`src/rtl/ps2_pkg.sv`:
```
`default_nettype none
// ---------------------------------------------------------------------------
// ps2_pkg : receiver FSM encoding and PS/2 scan-code constants
// Rev 1.0
// ---------------------------------------------------------------------------
package ps2_pkg;

  typedef enum logic [1:0] {
    IDLE   = 2'd0,
    DATA   = 2'd1,
    PARITY = 2'd2,
    STOP   = 2'd3
  } ps2_state_e;

  localparam int         DATA_BITS  = 8;
  localparam logic [7:0] BREAK_CODE = 8'hF0;
  localparam logic [7:0] EXT_CODE   = 8'hE0;

  // Odd parity: data ones plus the parity bit must total an odd count.
  function automatic logic odd_parity_ok(input logic [DATA_BITS-1:0] data,
                                         input logic                 parity);
    return ^{data, parity};
  endfunction

endpackage
`default_nettype wire

```
`src/rtl/ps2_clk_filter.sv`:
```
`default_nettype none
// ---------------------------------------------------------------------------
// ps2_clk_filter : synchronises and debounces ps2_clk, emits fall_edge pulse
// Rev 1.0
// ---------------------------------------------------------------------------
module ps2_clk_filter #(
  parameter int FILTER_LEN = 8
) (
  input  logic clk,
  input  logic reset,
  input  logic ps2_clk_i,
  output logic fall_edge_o
);

  localparam int CW = $clog2(FILTER_LEN + 1);

  logic [1:0]    sync_q;
  logic          filt_q, filt_d;
  logic [CW-1:0] cnt_q, cnt_d;
  logic          fall_q, fall_d;

  // The level only flips after FILTER_LEN consecutive differing samples.
  always_comb begin
    filt_d = filt_q;
    cnt_d  = '0;
    fall_d = 1'b0;
    if (sync_q[1] != filt_q) begin
      if (cnt_q == CW'(FILTER_LEN - 1)) begin
        filt_d = sync_q[1];
        fall_d = filt_q;
      end else begin
        cnt_d = cnt_q + 1'b1;
      end
    end
  end

  always_ff @(posedge clk) begin
    if (reset) begin
      sync_q <= 2'b11;
      filt_q <= 1'b1;
      cnt_q  <= '0;
      fall_q <= 1'b0;
    end else begin
      sync_q <= {sync_q[0], ps2_clk_i};
      filt_q <= filt_d;
      cnt_q  <= cnt_d;
      fall_q <= fall_d;
    end
  end

  assign fall_edge_o = fall_q;

endmodule
`default_nettype wire

```
`src/rtl/ps2_keyboard_rx.sv`:
```
`default_nettype none
// ---------------------------------------------------------------------------
// ps2_keyboard_rx : PS/2 frame receiver delivering scan_code/prev_code pairs
// Rev 1.0
// ---------------------------------------------------------------------------
module ps2_keyboard_rx
  import ps2_pkg::*;
#(
  parameter int FILTER_LEN     = 8,
  parameter int TIMEOUT_CYCLES = 10000
) (
  input  logic       clk,
  input  logic       reset,
  input  logic       ps2_clk,
  input  logic       ps2_data,
  output logic [7:0] scan_code,
  output logic [7:0] prev_code,
  output logic       code_valid,
  output logic       parity_err,
  output logic       frame_err
);

  localparam int TW  = $clog2(TIMEOUT_CYCLES + 1);
  localparam int BCW = $clog2(DATA_BITS);

  logic                 fall_edge;
  logic [1:0]           data_sync_q;
  logic                 data_s;

  ps2_state_e           state_q, state_d;
  logic [BCW-1:0]       bit_cnt_q, bit_cnt_d;
  logic [DATA_BITS-1:0] shift_q, shift_d;
  logic                 parity_q, parity_d;
  logic [TW-1:0]        tmo_q, tmo_d;
  logic [7:0]           scan_q, scan_d, prev_q, prev_d;
  logic                 valid_q, valid_d, perr_q, perr_d, ferr_q, ferr_d;

  ps2_clk_filter #(.FILTER_LEN(FILTER_LEN)) u_clk_filter (
    .clk         (clk),
    .reset       (reset),
    .ps2_clk_i   (ps2_clk),
    .fall_edge_o (fall_edge)
  );

  assign data_s = data_sync_q[1];

  always_comb begin
    state_d   = state_q;
    bit_cnt_d = bit_cnt_q;
    shift_d   = shift_q;
    parity_d  = parity_q;
    scan_d    = scan_q;
    prev_d    = prev_q;
    valid_d   = 1'b0;
    perr_d    = 1'b0;
    ferr_d    = 1'b0;

    if (state_q == IDLE || fall_edge) tmo_d = '0;
    else                              tmo_d = tmo_q + 1'b1;

    if (fall_edge) begin
      case (state_q)
        IDLE: begin
          if (!data_s) begin
            state_d   = DATA;
            bit_cnt_d = '0;
          end
        end
        DATA: begin
          shift_d   = {data_s, shift_q[DATA_BITS-1:1]};
          bit_cnt_d = bit_cnt_q + 1'b1;
          if (bit_cnt_q == BCW'(DATA_BITS - 1)) state_d = PARITY;
        end
        PARITY: begin
          parity_d = data_s;
          state_d  = STOP;
        end
        STOP: begin
          state_d = IDLE;
          // A bad stop bit outranks a parity error.
          if (!data_s) begin
            ferr_d = 1'b1;
          end else if (odd_parity_ok(shift_q, parity_q)) begin
            prev_d  = scan_q;
            scan_d  = shift_q;
            valid_d = 1'b1;
          end else begin
            perr_d = 1'b1;
          end
        end
        default: state_d = IDLE;
      endcase
    end else if (state_q != IDLE && tmo_q == TW'(TIMEOUT_CYCLES - 1)) begin
      state_d   = IDLE;
      bit_cnt_d = '0;
      tmo_d     = '0;
      ferr_d    = 1'b1;
    end
  end

  always_ff @(posedge clk) begin
    if (reset) begin
      data_sync_q <= 2'b11;
      state_q     <= IDLE;
      bit_cnt_q   <= '0;
      shift_q     <= '0;
      parity_q    <= 1'b0;
      tmo_q       <= '0;
      scan_q      <= '0;
      prev_q      <= '0;
      valid_q     <= 1'b0;
      perr_q      <= 1'b0;
      ferr_q      <= 1'b0;
    end else begin
      data_sync_q <= {data_sync_q[0], ps2_data};
      state_q     <= state_d;
      bit_cnt_q   <= bit_cnt_d;
      shift_q     <= shift_d;
      parity_q    <= parity_d;
      tmo_q       <= tmo_d;
      scan_q      <= scan_d;
      prev_q      <= prev_d;
      valid_q     <= valid_d;
      perr_q      <= perr_d;
      ferr_q      <= ferr_d;
    end
  end

  assign scan_code  = scan_q;
  assign prev_code  = prev_q;
  assign code_valid = valid_q;
  assign parity_err = perr_q;
  assign frame_err  = ferr_q;

endmodule
`default_nettype wire

```
`config.mk`:
```
export PLATFORM = sky130hd
export DESIGN_NAME = ps2_keyboard_rx
export DESIGN_NICKNAME = d
export VERILOG_FILES = /design/src/rtl/ps2_pkg.sv /design/src/rtl/ps2_clk_filter.sv /design/src/rtl/ps2_keyboard_rx.sv
export SDC_FILE = /design/constraint.sdc
export NUM_CORES = 1
export LEC_CHECK = 0
export CORE_MARGIN = 1.5
export CORE_UTILIZATION = 40
export CTS_BUF_LIST = sky130_fd_sc_hd__clkbuf_2
export CTS_CLUSTER_DIAMETER = 120
export DETAILED_ROUTE_END_ITERATION = 8
export PLACE_DENSITY_LB_ADDON = 0.3
export SYNTH_ARGS = -nofsm -noshare
export SYNTH_HDL_FRONTEND = slang
export SYNTH_SLANG_ARGS = --single-unit
```
`constraint.sdc`:
```
create_clock -name clk -period 2.2 [get_ports clk]
set_clock_uncertainty 0.15 [all_clocks]
set_input_delay 0.44 -clock clk [delete_from_list [all_inputs] [get_ports clk]]
set_output_delay 0.44 -clock clk [all_outputs]
set_load 0.03 [all_outputs]
```
==> results of run 1 <==
==> path summary, 6_finish.rpt <==
| check | from | to | slack, ps | depth (start not counted) |
|---|---|---|---|---|
| worst max-delay path | prev_code[3] | prev_code[3] | 120 | 1 |
| worst min-delay path | data_sync_q[0] | data_sync_q[1] | 270 | 1 |
| worst max register to register | tmo_q[6] | state_q[0] | 180 | 5 |
| worst min register to register | data_sync_q[0] | data_sync_q[1] | 270 | 1 |
==> state kept, by name, indices dropped and copies added (netlist names), 2 cells and up <==
signal,count
tmo_q,14
shift_q,8
data_sync_q,2
prev_code,8
bit_cnt_q,3
state_q,2
scan_code,8
u_clk_filter.sync_q,2
u_clk_filter.cnt_q,4
==> routing by layer <==
metal  up-vias  global-route usage, %  part of all wire (%)
met2        30                   23.9                    46
met4         0                   8.28                   2.5
met1       832                   17.9                    47
met5         -                      0                     0
li1        930                      -                     -
met3        11                   4.72                   3.8
==> layout make-up <==
| type | count | area (µm²) |
|---|---|---|
| clock inverters | 7 | 133 |
| well taps | 75 | 93.8 |
| inverters | 3 | 11.3 |
| flip-flops and latches | 57 | 1140 |
| repair buffers | 28 | 275 |
| multi-input cells | 186 | 1230 |
| fillers | 575 | 2990 |
| clock buffers | 9 | 45.0 |
==> stage by stage <==
step	instances	util, %	power (mW)
floorplan	258	-	1.09
CTS	365	49.3	2.10
global placement	349	46.3	1.11
finish	365	49.6	2.07
detailed placement	349	46.3	1.11
global route	365	49.6	2.14
==> cell usage in the layout, fill, tap and decap left out, drive strengths merged, types with 10 or more instances in the layout <==
| cell type | instances |
|---|---|
| xor2 | 12 |
| nor2 | 21 |
| xnor2 | 10 |
| clkdlybuf4s50 | 18 |
| a21oi | 15 |
| nand2 | 29 |
| nand2b | 23 |
| mux2i | 17 |
| dfxtp | 57 |
==> cell families (layout without fill, tap and decap cells) <==
| kind of cell | after synthesis | after routing |
|---|---|---|
| AND/OR/NAND/NOR | 116 | 116 |
| flip-flops | 57 | 57 |
| XOR/XNOR | 23 | 23 |
| AO/OA/AOI/OAI | 21 | 21 |
| multiplexers | 17 | 17 |
| buffers and inverters | 15 | 47 |
| adder cells (fa/ha/maj) | 9 | 9 |
==> power breakdown <==
| group | internal [mW] | switching (mW) |
|---|---|---|
| sequential | 1.04 | 0.00403 |
| combinational | 0.0204 | 0.0198 |
| clock | 0.596 | 0.388 |
==> parameters.txt, run 1 <==
Parameter                              Value

Setup path
  Family with the most delay on the worst path    buffers and inverters
  Worst Path Max Fanout    2
  Crit path capture type    output pin
  Critical Path Source Type    register
  Worst-path cell chain    clkdlybuf4s50_1
  Worst Path Class, Setup    register to output pin
  Stage delay of the slowest cell on the critical path    670 ps
  Buf/Inv on CP    1
  CP Data Arrival Time    ~1500 ps
  Required time at the endpoint of the critical path    1610 ps
  Slowest cell on the critical path    clkdlybuf4s50_1

CTS
  Root Buffer    clkbuf_2
  Largest buffer count on any clock path    2
  Post-CTS Setup Repair Bufs    0
  Clock latency reported for the late side of the worst-skew pair    470 ps
  Max H-tree Level    3
  Clock sink total    57
  Number of resized instances in the post-cts repair step    0
  Number of buffers added by the clock tree synthesis step    9
  Number of hold-repair buffers added at the cts stage    0
  Clock transition time at the flip-flop clock pins of the worst setup and hold paths    160 ps
  Clock tree from TritonCTS    yes

Drt
  Via count    1803
  Remaining antenna violation count after routing    0
  Iteration-0 DRC count of the detailed router    64
  Number of remaining DRC errors    0
  Detailed-route vias per instance    ~4.9
  Detailed-routing iteration count for the pre-antenna-repair pass    4
  Final WL    4160 µm
  Post-detailed-route wirelength per cell    roughly 11 µm

STA
  Worst-margin pin slew    444 ps
  Fraction of the cycle the final worst path needs    ~95%
  Min Hold Slack    270 ps
  Number of hold violations in the final report    0
  Final setup viols    0
  Remaining max-slew budget at the tightest pin    approximately 70%
  Pins over their slew limit    0
  Max Clock Freq    0.480 GHz
  Final worst slack    118 ps
  Setup Total Neg Slack    0 ps
  Setup repair after global routing missed its margin    false
  Final period demand of the worst path    2080 ps

Synth
  Register bit total from synthesis    57
  Syn Inst Count    258
  Avg Inst Size Synth    9.47 µm²
  Number of synthesis warnings    0
  Ys flop type    dfxtp_1
  Largest family of logic cells by synthesized area    simple AND/OR/NAND/NOR gates
  Fraction of the mapped netlist area in simple logic gates    25.2%
  Synthesized-area fraction occupied by xor and xnor cells    around 8.8%
  Post-synthesis compound-gate area fraction    4.76%
  Number of enable-type register cells in the synthesized netlist    0
  Net count after synthesis    approximately 270
  Cells taking the most area after synthesis    dfxtp_1 47%, mux2i_1 7.0%, nand2b_1 5.9%, ha_1 4.6%, nand2_1 4.5%
  Share of synthesized flip-flops with an asynchronous set or reset    0%
  Adder-Cell Fraction of Synth Area    4.61%
  Mux cell area share after synthesis    just under 7%
  Register area share after synthesis    a little under half
  Proportion of netlist area held by the largest area contributor    approximately 47%
  Distinct cell type count of the synthesized netlist    34
  Most frequent cells after synthesis    57 x dfxtp_1, 29 x nand2_1, 23 x nand2b_1
  Post-synth top area cell    dfxtp_1
  Most common cell in the netlist    dfxtp_1
  Netlist Area Pre-Place    2440 µm²

Floorplan
  Row count    28
  IO Pins    23
  Die Footprint    6590 µm²
  Area of the core    approximately 6000 µm²
  Height of the chip    81.2 µm
  Die width    slightly above 80 µm
  Initial Utilization    41.3%

Global route
  Maximum number of pins on one net before global-route repair    40
  All-Layer GR Usage    15.0%
  Global-route wire length before repair    7440 µm
  Total congestion overflow after global routing    0
  Antenna violations before repair    0
  Via count of the first global-routing pass    1685

Layout
  Post-route cell area    2930 µm²
  Fraction of final layout cells sized beyond drive strength 1    9.66%
  Area Overhead vs Synth    20.1%
  Count of inserted antenna diode cells    0
  Total Nets Final    298

Placed design
  Number of I/O port buffers    22
  DP HPWL    roughly 2900 µm
  Total cell area at the placement stage    about 2700 µm²
  Post-Place Worst Slack    81.5 ps
  Routability cong.    0.775

Hold path
  Worst min-delay path category    register to register

Pwr
  Worst vdd rail ir drop    roughly 0.44 mV
  PD cells    704 nW/µm²
  Leakage dissipation    approximately 1.2 nW

Run status
  Outcome    complete, no violations

Flow run
  Count of max-cap constraint violations    0
(Power assumes the default switching activity.)
==> run 2: changes to the inputs <==
--- a/config.mk
+++ b/config.mk
@@ -10,7 +10,9 @@
 export CTS_BUF_LIST = sky130_fd_sc_hd__clkbuf_2
 export CTS_CLUSTER_DIAMETER = 120
 export DETAILED_ROUTE_END_ITERATION = 8
+export HOLD_SLACK_MARGIN = 0.03
 export PLACE_DENSITY_LB_ADDON = 0.3
 export SYNTH_ARGS = -nofsm -noshare
 export SYNTH_HDL_FRONTEND = slang
+export SYNTH_HIERARCHICAL = 1
 export SYNTH_SLANG_ARGS = --single-unit
==> run 2 against run 1 <==
Synthesized cell count up 0.39%. Die area up 1.1%. Worst setup slack worse by 99 ps. Flip-flop and latch count unchanged. Sequential share of layout area down 0.53 points. Largest cell class unchanged. Utilization up 0.44 points.
==> parameters.txt, run 2 <==
Parameter                              Value

CTS
  Clock tree from TritonCTS    yes (unchanged)
  Number of hold-repair buffers added at the cts stage    0 (unchanged)
  Root Buffer    clkbuf_2 (unchanged)
  Largest buffer count on any clock path    2 (unchanged)
  Clock transition time at the flip-flop clock pins of the worst setup and hold paths    150 ps (was 160 ps)
  Max H-tree Level    3 (unchanged)
  Number of buffers added by the clock tree synthesis step    9 (unchanged)
  Clock sink total    57 (unchanged)
  Clock latency reported for the late side of the worst-skew pair    430 ps (was 470 ps)

Layout
  Area of the multi-input gates    1270 µm² (was 1230 µm²)
  Top library cells by usage in the layout, fill and taps aside    56 x dfxtp_1, 27 x nand2_1, 24 x nor2_1, 24 x nand2b_1, 22 x clkdlybuf4s50_1 (was 57 x dfxtp_1, 28 x nand2_1, 23 x nand2b_1)
  Total Nets Final    313 (was 298)
  Number of flip-flops in the largest register    14 (unchanged)
  Count of inserted antenna diode cells    0 (unchanged)
  Commonest non-fill, non-tap cell in the layout    dfxtp_1 (unchanged)
  Filler instances    591 (was 575)
  Fraction of final layout cells sized beyond drive strength 1    16.1% (was 9.66%)
  Sequential Area    1140 µm² (about the same)
  Post-layout instance count excluding filler cells    380 (was 365)
  Register ranked first by flip-flop count    tmo_q (unchanged)
  Area Overhead vs Synth    20.5% (was 20.1%)

Pwr
  Leakage dissipation    1.20 nW (was 1.16 nW)
  PD cells    531 nW/µm² (was 704 nW/µm²)
  Worst vdd rail ir drop    0.318 mV (was 0.436 mV)

STA
  Fraction of the cycle the final worst path needs    99.1% (was 94.6%)
  Pins over their slew limit    0 (unchanged)
  Remaining max-slew budget at the tightest pin    64.4% (was 70.4%)
  Final period demand of the worst path    2180 ps (was 2080 ps)
  Max Clock Freq    0.458 GHz (was 0.480 GHz)
  Final setup viols    0 (unchanged)
  Final worst slack    19.0 ps (was 118 ps)
  Worst-margin pin slew    532 ps (was 444 ps)
  Setup repair after global routing missed its margin    true (was false)
  Number of hold violations in the final report    0 (unchanged)

Floorplan
  Area of the core    5960 µm² (was 5920 µm²)
  Height of the chip    81.6 µm (was 81.2 µm)
  Die Footprint    6660 µm² (was 6590 µm²)
  Initial Utilization    41.5% (was 41.3%)
  Die width    81.6 µm (was 81.2 µm)
  IO Pins    23 (unchanged)
  Row count    28 (unchanged)

Placed design
  DP HPWL    3110 µm (was 2880 µm)
  Post-Place Worst Slack    -45.9 ps (was 81.5 ps)
  Total instance count after detailed placement    363 (was 349)
  Routability cong.    0.729 (was 0.775)
  Number of I/O port buffers    22 (unchanged)

Global route
  Global-route wire length before repair    7550 µm (was 7440 µm)
  Total congestion overflow after global routing    0 (unchanged)
  Via count of the first global-routing pass    1666 (was 1685)
  Antenna violations before repair    0 (unchanged)
  Maximum number of pins on one net before global-route repair    43 (was 40)
  All-Layer GR Usage    14.9% (was 15.0%)

Drt
  Final WL    4350 µm (was 4160 µm)
  Met2 wire len    1820 µm (was 1930 µm)
  Via count    1774 (was 1803)
  Number of remaining DRC errors    0 (unchanged)
  Detailed-route vias per instance    4.67 (was 4.94)
  Iteration-0 DRC count of the detailed router    101 (was 64)
  Top sig layer    met4 (unchanged)
  Detailed-routing iteration count for the pre-antenna-repair pass    4 (unchanged)
  Met3 routed WL    114 µm (was 157 µm)
  Post-detailed-route wirelength per cell    11.5 µm (was 11.4 µm)
  Length of routed wiring on met1    2370 µm (was 1970 µm)
  Remaining antenna violation count after routing    0 (unchanged)

Flow run
  Count of max-cap constraint violations    0 (unchanged)

Setup path
  Crit path capture type    register (was output pin)
  Worst Path Class, Setup    register to register (was register to output pin)
  Worst-path cell chain    or4b_4 > o41ai_4 > o311ai_4 > or3_1 > a21oi_1 (was clkdlybuf4s50_1)
  Slowest cell on the critical path    or4b_4 (was clkdlybuf4s50_1)
  Worst Path Max Fanout    6 (was 2)
  Critical Path Source Type    register (unchanged)
  Stage delay of the slowest cell on the critical path    530 ps (was 670 ps)
  Family with the most delay on the worst path    simple AND/OR/NAND/NOR gates (was buffers and inverters)
  CP Data Arrival Time    2400 ps (was 1490 ps)
  Buf/Inv on CP    0 (was 1)
  Required time at the endpoint of the critical path    2420 ps (was 1610 ps)

Synth
  Netlist Area Pre-Place    2470 µm² (was 2440 µm²)
  Adder-Cell Fraction of Synth Area    4.56% (was 4.61%)
  Number of synthesis warnings    6 (was 0)
  Number of enable-type register cells in the synthesized netlist    0 (unchanged)
  Ys flop type    dfxtp_1 (unchanged)
  Most common cell in the netlist    dfxtp_1 (unchanged)
  Avg Inst Size Synth    9.54 µm² (was 9.47 µm²)
  Syn Inst Count    259 (was 258)
  Register area share after synthesis    46.2% (was 46.7%)
  Post-synth top area cell    dfxtp_1 (unchanged)
  Proportion of netlist area held by the largest area contributor    46.2% (was 46.7%)
  Mux cell area share after synthesis    6.48% (was 6.96%)
  Cells taking the most area after synthesis    dfxtp_1 46%, mux2i_1 6.5%, nand2b_1 6.1%, xor2_1 5.0%, ha_1 4.6% (was dfxtp_1 47%, mux2i_1 7.0%, nand2b_1 5.9%, ha_1 4.6%, nand2_1 4.5%)
  Fraction of the mapped netlist area in simple logic gates    24.6% (was 25.2%)
  Net count after synthesis    272 (was 271)
  Register bit total from synthesis    57 (unchanged)
  Distinct cell type count of the synthesized netlist    40 (was 34)
  Largest family of logic cells by synthesized area    simple AND/OR/NAND/NOR gates (unchanged)
  Most frequent cells after synthesis    57 x dfxtp_1, 27 x nand2_1, 24 x nand2b_1, 24 x nor2_1, 16 x mux2i_1 (was 57 x dfxtp_1, 29 x nand2_1, 23 x nand2b_1)
  Share of synthesized flip-flops with an asynchronous set or reset    0% (unchanged)
  Synthesized-area fraction occupied by xor and xnor cells    8.71% (was 8.81%)
  Post-synthesis compound-gate area fraction    6.43% (was 4.76%)

Run status
  Outcome    complete, no violations (unchanged)

Hold path
  Worst min-delay path category    register to register (unchanged)
-- run 2: layer usage --
layer	global-route usage, %	vias up
met4	8.14	0
met1	21.3	806
met2	20.9	19
met5	0	-
met3	3.00	5
li1	-	944
-- run 2: final timing paths --
kind,startpoint,to,slack [ps],depth (start not counted)
worst max register to register,tmo_q[6],bit_cnt_q[0],20,5
worst max-delay path,tmo_q[6],bit_cnt_q[0],20,5
worst min register to register,data_sync_q[0],data_sync_q[1],280,1
worst min-delay path,data_sync_q[0],data_sync_q[1],280,1
-- run 2: final cells by class --
class / instances / area share (%)
clock buffers: 11 / 1.85
clock inverters: 5 / 0.756
inverters: 7 / 0.882
multi-input cells: 183 / 42.6
flip-flops and latches: 57 / 38.4
well taps: 75 / 3.15
repair buffers: 42 / 12.4
-- run 2: where the power goes --
| part | internal [mW] | switching [mW] | total (mW) | leakage (nW) |
|---|---|---|---|---|
| sequential | 1.04 | 0.00443 | 1.04 | 0.461 |
| clock | 0.146 | 0.351 | 0.497 | 0.0606 |
| combinational | 0.0211 | 0.0205 | 0.0416 | 0.681 |
| total | 1.21 | 0.376 | 1.58 | 1.20 |
-- run 2: worst reg2reg max path, delay by kind of cell, from the launching register on --
| family | cells | cell delay [ps] |
|---|---|---|
| and+or+nand+nor | 2 | 870 |
| AOI/OAI and AO/OA | 3 | 740 |
| DFF | 1 | 370 |
-- run 2: stage by stage --
step | TNS, ps | hold WS [ps] | power, mW | instance area [µm²] | util [%]
after floorplan | 0 | 239 | 1.09 | 2470 | -
after global placement | 0 | 245 | 1.11 | 2880 | 48.3
after detailed placement | -222 | 243 | 1.11 | 2880 | 48.3
after CTS | 0 | 277 | 1.61 | 2970 | 49.9
after global routing | -180 | 292 | 1.66 | 2980 | 50.0
final | 0 | 276 | 1.58 | 2980 | 50.0
-- run 2: repair_timing --
item | in CTS | in global routing
gates resized for setup | 2 | 1
pin swaps | 1 | 2
endpoints found under the setup margin | 9 | 3
buffers inserted | 0 | 1
-- run 2: cell families (layout without fill, tap and decap cells) --
group,Yosys count,count (layout)
AO/OA/AOI/OAI,23,23
XOR/XNOR,23,23
adder cells (fa/ha/maj),9,9
buffers and inverters,19,65
flip-flops,57,57
multiplexers,16,16
AND/OR/NAND/NOR,112,112
